**src/rtl/mem_arbiter.sv**
```systemverilog
// Memory-side arbiter and address decoder: grants fetch or data onto one decoded bus.
// Optional fetch starvation guard is enabled by defining ARB_STARVE_GUARD_EN.
module mem_arbiter #(
    parameter logic [31:0] IRAM_BASE    = 32'h0,
    parameter logic [31:0] IRAM_TOP     = 32'h20000,
    parameter logic [31:0] DRAM_BASE    = 32'h20000,
    parameter logic [31:0] DRAM_TOP     = 32'h40000,
    parameter logic [31:0] UART_BASE    = 32'h100000,
    parameter logic [31:0] UART_TOP     = 32'h100004,
    parameter logic [31:0] TIMER_BASE   = 32'h200000,
    parameter logic [31:0] TIMER_TOP    = 32'h200010,
    parameter int unsigned STARVE_LIMIT = 8
) (
    input  logic        clk,
    input  logic        rst_n,
    input  logic        imem_valid,
    input  logic [31:0] imem_addr,
    output logic        imem_ready,
    output logic [31:0] imem_rdata,
    output logic        imem_err,
    input  logic        dmem_valid,
    input  logic [31:0] dmem_addr,
    input  logic [31:0] dmem_wdata,
    input  logic [3:0]  dmem_wstrb,
    output logic        dmem_ready,
    output logic [31:0] dmem_rdata,
    output logic        dmem_err,
    output logic        bus_valid,
    output logic [3:0]  bus_sel,
    output logic        bus_instr,
    output logic [31:0] bus_addr,
    output logic [31:0] bus_wdata,
    output logic [3:0]  bus_wstrb,
    input  logic        bus_ready,
    input  logic [31:0] bus_rdata
);
    typedef enum logic [1:0] {IDLE, BUSY, ERR} state_t;

    state_t      state_q, state_d;
    logic        pick_instr, starve_hit, load;
    logic [31:0] req_addr, dec_off;
    logic [3:0]  dec_sel;
    logic        instr_q;
    logic [3:0]  sel_q, wstrb_q;
    logic [31:0] addr_q, wdata_q;

    // Half-open window test via wrapped offset; avoids a constant compare when base is 0.
    function automatic logic in_win(input logic [31:0] a, input logic [31:0] b, input logic [31:0] t);
        return (a - b) < (t - b);
    endfunction

    assign pick_instr = imem_valid && (!dmem_valid || starve_hit);
    assign req_addr   = pick_instr ? imem_addr : dmem_addr;

    always_comb begin
        dec_sel = '0;
        dec_off = '0;
        if (in_win(req_addr, IRAM_BASE, IRAM_TOP)) begin
            dec_sel = 4'b0001;
            dec_off = req_addr - IRAM_BASE;
        end else if (in_win(req_addr, DRAM_BASE, DRAM_TOP)) begin
            dec_sel = 4'b0010;
            dec_off = req_addr - DRAM_BASE;
        end else if (in_win(req_addr, UART_BASE, UART_TOP)) begin
            dec_sel = 4'b0100;
            dec_off = req_addr - UART_BASE;
        end else if (in_win(req_addr, TIMER_BASE, TIMER_TOP)) begin
            dec_sel = 4'b1000;
            dec_off = req_addr - TIMER_BASE;
        end
    end

`ifdef ARB_STARVE_GUARD_EN
    localparam int unsigned CNT_W = $clog2(STARVE_LIMIT + 1);

    logic [CNT_W-1:0] starve_q;

    assign starve_hit = (starve_q == CNT_W'(STARVE_LIMIT));

    // Counts data grants that overtook a waiting fetch; saturates at the limit.
    always_ff @(posedge clk or negedge rst_n) begin
        if (!rst_n) begin
            starve_q <= '0;
        end else if (load) begin
            if (pick_instr || !imem_valid) begin
                starve_q <= '0;
            end else if (!starve_hit) begin
                starve_q <= starve_q + CNT_W'(1);
            end
        end
    end
`else
    logic unused_starve_limit;

    assign starve_hit          = 1'b0;
    assign unused_starve_limit = ^STARVE_LIMIT;
`endif

    always_ff @(posedge clk or negedge rst_n) begin
        if (!rst_n) begin
            state_q <= IDLE;
        end else begin
            state_q <= state_d;
        end
    end

    // Granted request payload, captured at grant time.
    always_ff @(posedge clk or negedge rst_n) begin
        if (!rst_n) begin
            instr_q <= 1'b0;
            sel_q   <= '0;
            addr_q  <= '0;
            wdata_q <= '0;
            wstrb_q <= '0;
        end else if (load) begin
            instr_q <= pick_instr;
            sel_q   <= dec_sel;
            addr_q  <= dec_off;
            wdata_q <= pick_instr ? 32'h0 : dmem_wdata;
            wstrb_q <= pick_instr ? 4'h0 : dmem_wstrb;
        end
    end

    always_comb begin
        state_d    = state_q;
        load       = 1'b0;
        imem_ready = 1'b0;
        imem_rdata = '0;
        imem_err   = 1'b0;
        dmem_ready = 1'b0;
        dmem_rdata = '0;
        dmem_err   = 1'b0;
        bus_valid  = 1'b0;
        bus_sel    = '0;
        bus_instr  = 1'b0;
        bus_addr   = '0;
        bus_wdata  = '0;
        bus_wstrb  = '0;
        case (state_q)
            IDLE: begin
                if (imem_valid || dmem_valid) begin
                    load    = 1'b1;
                    state_d = (dec_sel != 4'b0000) ? BUSY : ERR;
                end
            end
            BUSY: begin
                bus_valid = 1'b1;
                bus_sel   = sel_q;
                bus_instr = instr_q;
                bus_addr  = addr_q;
                bus_wdata = wdata_q;
                bus_wstrb = wstrb_q;
                if (bus_ready) begin
                    if (instr_q) begin
                        imem_ready = 1'b1;
                        imem_rdata = bus_rdata;
                    end else begin
                        dmem_ready = 1'b1;
                        dmem_rdata = bus_rdata;
                    end
                    state_d = IDLE;
                end
            end
            ERR: begin
                if (instr_q) begin
                    imem_ready = 1'b1;
                    imem_err   = 1'b1;
                end else begin
                    dmem_ready = 1'b1;
                    dmem_err   = 1'b1;
                end
                state_d = IDLE;
            end
            default: state_d = IDLE;
        endcase
    end
endmodule

```
**config.mk**
```make
export PLATFORM = sky130hd
export DESIGN_NAME = mem_arbiter
export DESIGN_NICKNAME = d
export VERILOG_FILES = /design/src/rtl/mem_arbiter.sv
export SDC_FILE = /design/constraint.sdc
export NUM_CORES = 1
export LEC_CHECK = 0
export CAP_MARGIN = 20
export CORE_MARGIN = 2
export CORE_UTILIZATION = 35
export DETAILED_ROUTE_END_ITERATION = 7
export GPL_TIMING_DRIVEN = 0
export HOLD_SLACK_MARGIN = 0.12
export PLACE_DENSITY_LB_ADDON = 0.1
export SYNTH_ARGS = -nofsm -noshare
export SYNTH_HDL_FRONTEND = slang
export SYNTH_SLANG_ARGS = --single-unit
```
**constraint.sdc**
```tcl
create_clock -name clk -period 1.74 [get_ports clk]
set_input_delay 0.261 -clock clk [delete_from_list [all_inputs] [get_ports clk]]
set_output_delay 0.261 -clock clk [all_outputs]
set_load 0.005 [all_outputs]
```
==> results.cfg <==
[run_status]
outcome = finished with violations
failed_checks = negative setup slack

[synthesis]
yosysTopAreaCell = dfrtp_1
synth_area_mm2 = 0.00496
yosys_register_bits = 75
synth_top_area_frac = 0.378
synth_edf_count = 0
synth_ff_type = dfrtp_1
ys_top_cells_by_area = dfrtp_1, and2_1, a22o_1
avgSynthCellArea_um2 = 8.88
synth_nets = 701
synthArstFlopShare = 1.00
synth-seq-area-share = 0.378
yosys_warnings = 0
postSynthCellCount = 559
synth_cell_types = 57

[setup_path]
crit_path_max_fanout = 8
critical_path.max_stage_delay_ns = 0.50
cpMaxStageDelayCell = or4_4
crit_type = in -> reg
cp_common_cell = buf_6
cp.required_ns = 2.01
startpoint_type = primary input
crit_chain = buf_6 -> nor2b_2 -> buf_6 -> buf_12 -> buf_4 -> mux2i_2 -> and2_1 -> a22o_1 -> a22oi_2 -> or4_4 -> and4b_1 -> buf_6 -> buf_8 -> nor2_1
cp_num_buf_inv = 6
cpLargestDelayFamily = simple AND/OR/NAND/NOR gates
crit_path_end_kind = flip-flop
crit_arrival_ns = 2.86

[layout]
final_common_cell = buf_6
utilization = 0.764
drive_gt1_frac = 0.540
fin_area_mm2 = 0.0106
fin_nets = 1096
final_cell_mix = buf_6, and2_4, clkdlybuf4s50_1
instances_no_fill = 1140
syn2layout_area_growth_pct = 114

[power]
irDropWorstVdd_v = 0.000564
powerDensity_mw_per_mm2 = 547
leakage_nw = 4.92

[routing]
route.detailed.drc = 0
first_iter_violations = 402
dr.pass1.iters = 5
ant_nets = 0
wire_per_inst_um = 20.9
wl_um = 23800
num_vias = 6093
detail_route.vias_per_cell = 5.34

[timing]
timing.final.crit_share = 1.49
setup_viol = 165
slew_violations = 0
whs_ns = 0.258
min_period_ns = 2.59
rsz0062_at_grt = yes
slew_headroom = 0.623
final_hold_viol_count = 0
finClkSkew_ns = 0.00528
setup_ws_ns = -0.852
setup-tns-final_ns = -56.75
max_freq_mhz = 386
worst_slew_pin_slew_ns = 0.549

[place]
placed_cells = 1017
hpwlAfterDp_um = 14900
gp_congestion = 0.934
io_buffers = 277
placed_area_mm2 = 0.00805

[grt]
grt_pass1_wl_um = 33900
first_global_vias = 6237
grtUsageTotal = 0.290
overflow = 0
antenna_found_initial = 1
grt_max_degree = 74

[die]
die_area_mm2 = 0.0151
ios = 279
chipWidth_um = 123
coreArea_mm2 = 0.0139
rows = 43
start_util = 0.357
die_h_um = 123

[cts]
cts_buffer_depth = 2
cts.reportedPaths.clkPinSlew_ns = 0.06
cts.sinks = 75
cts.htree.levels = 3
cts_made_buffers = 9
root_buffer = clkbuf_16
clock_latency_ns = 0.33
cts_tree = done

[hold_path]
min_path_type = in -> reg

[job]
maxCapViolations = 0
==> report_power, final <==
group          switching (mW)  internal (mW)  leakage [nW]
Combinational           0.831          0.880          3.79
Clock                   0.783           1.14         0.145
Sequential              0.171           2.00         0.991
Total                    1.78           4.02          4.92
==> per-layer routing <==
| layer | GRT usage | routed length [um] | share of wire | vias to the layer above |
|---|---|---|---|---|
| met5 | 0 | 0 | 0 | - |
| li1 | - | - | - | 2733 |
| met2 | 0.509 | 12000 | 0.51 | 323 |
| met3 | 0.0780 | 1850 | 0.078 | 85 |
| met1 | 0.333 | 8790 | 0.37 | 2952 |
| met4 | 0.121 | 1130 | 0.048 | 0 |
==> what timing repair did <==
action	in CTS	in global routing
cloned	14	1
gates resized for setup	898	250
endpoints found under the hold margin	75	0
pin swaps	58	33
setup endpoints to repair	217	217
buffers inserted	82	38
hold buffers	1	0
==> final timing paths <==
| kind | startpoint | end | slack, ns | cells past startpoint |
|---|---|---|---|---|
| worst min-delay path | imem_valid | instr_q$_DFFE_PN0P_ | 0.26 | 3 |
| min in group asynchronous | rst_n | wdata_q[9]$_DFFE_PN0P_ | 0.27 | 2 |
| worst max-delay path | imem_valid | addr_q[6]$_DFFE_PN0P_ | -0.85 | 14 |
| worst min register to register | addr_q[18]$_DFFE_PN0P_ | addr_q[18]$_DFFE_PN0P_ | 0.49 | 1 |
| max in group asynchronous | rst_n | sel_q[1]$_DFFE_PN0P_ | 0.92 | 3 |
| worst max register to register | state_q[1]$_DFFE_PN0P_ | addr_q[11]$_DFFE_PN0P_ | -0.23 | 9 |
==> cells by family (layout without fill, tap and decap cells) <==
group / Yosys count / count (layout) / share of synthesized area
AOI/OAI and AO/OA: 120 / 120 / 0.175
muxes: 16 / 16 / 0.0343
and+or+nand+nor: 294 / 294 / 0.347
other: 0 / 1 / 0
buffers and inverters: 43 / 443 / 0.0421
xor gates and xnor gates: 6 / 6 / 0.0106
DFF: 75 / 75 / 0.378
adders and majority gates: 5 / 5 / 0.0126
==> sequential cells by signal (all words and copies together), names as in the netlist <==
signal and cells:
wdata_q 32, wstrb_q 4, state_q 2, instr_q 1
sel_q 4, addr_q 32
==> Yosys cell counts (3+ instances only) <==
| library cell | n |
|---|---|
| a22o_1 | 40 |
| nor4_1 | 5 |
| clkbuf_1 | 25 |
| or3_1 | 3 |
| nand4_1 | 3 |
| nand2_1 | 50 |
| nor2_4 | 10 |
| xnor2_1 | 4 |
| o21ai_0 | 12 |
| a21oi_1 | 37 |
| o21ai_1 | 3 |
| buf_6 | 3 |
| nand2b_1 | 5 |
| nand3_1 | 11 |
| a211oi_1 | 3 |
| or4b_1 | 4 |
| nor2_1 | 25 |
| mux2i_1 | 11 |
| buf_1 | 6 |
| nand3b_1 | 3 |
| nor3_1 | 7 |
| buf_2 | 4 |
| mux2_2 | 4 |
| dfrtp_1 | 75 |
| ha_1 | 5 |
| nor2b_1 | 3 |
| and2_1 | 152 |
| o31ai_1 | 4 |
==> through the flow <==
step | total power [mW] | setup slack (ns)
6_report | 5.80 | -0.852
2_1_floorplan | 2.88 | -1.02
3_3_place_gp | 3.50 | -2.15
4_1_cts | 5.68 | -0.767
5_1_grt | 6.08 | -0.864
3_5_place_dp | 3.55 | -2.03
==> cell type report <==
type                            count  area (um^2)
Timing Repair Buffer              393         4220
Multi-Input combinational cell    441         3620
Fill cell                         885         3270
Sequential cell                    75         1880
Buffer                             31          343
Clock buffer                        9          225
Tap cell                          180          225
Clock inverter                      7         82.6
Inverter                            3         13.8
Antenna cell                        1         2.50
==> worst register-to-register path, delay by kind of cell (launching register included) <==
| family | cells | cell delay, ns |
|---|---|---|
| and+or+nand+nor | 1 | 0.12 |
| buffers and inverters | 5 | 0.90 |
| DFF | 1 | 0.36 |
| adders and majority gates | 1 | 0.18 |
| AOI/OAI and AO/OA | 2 | 0.34 |
Note: power is estimated with default switching activity, not from simulation.
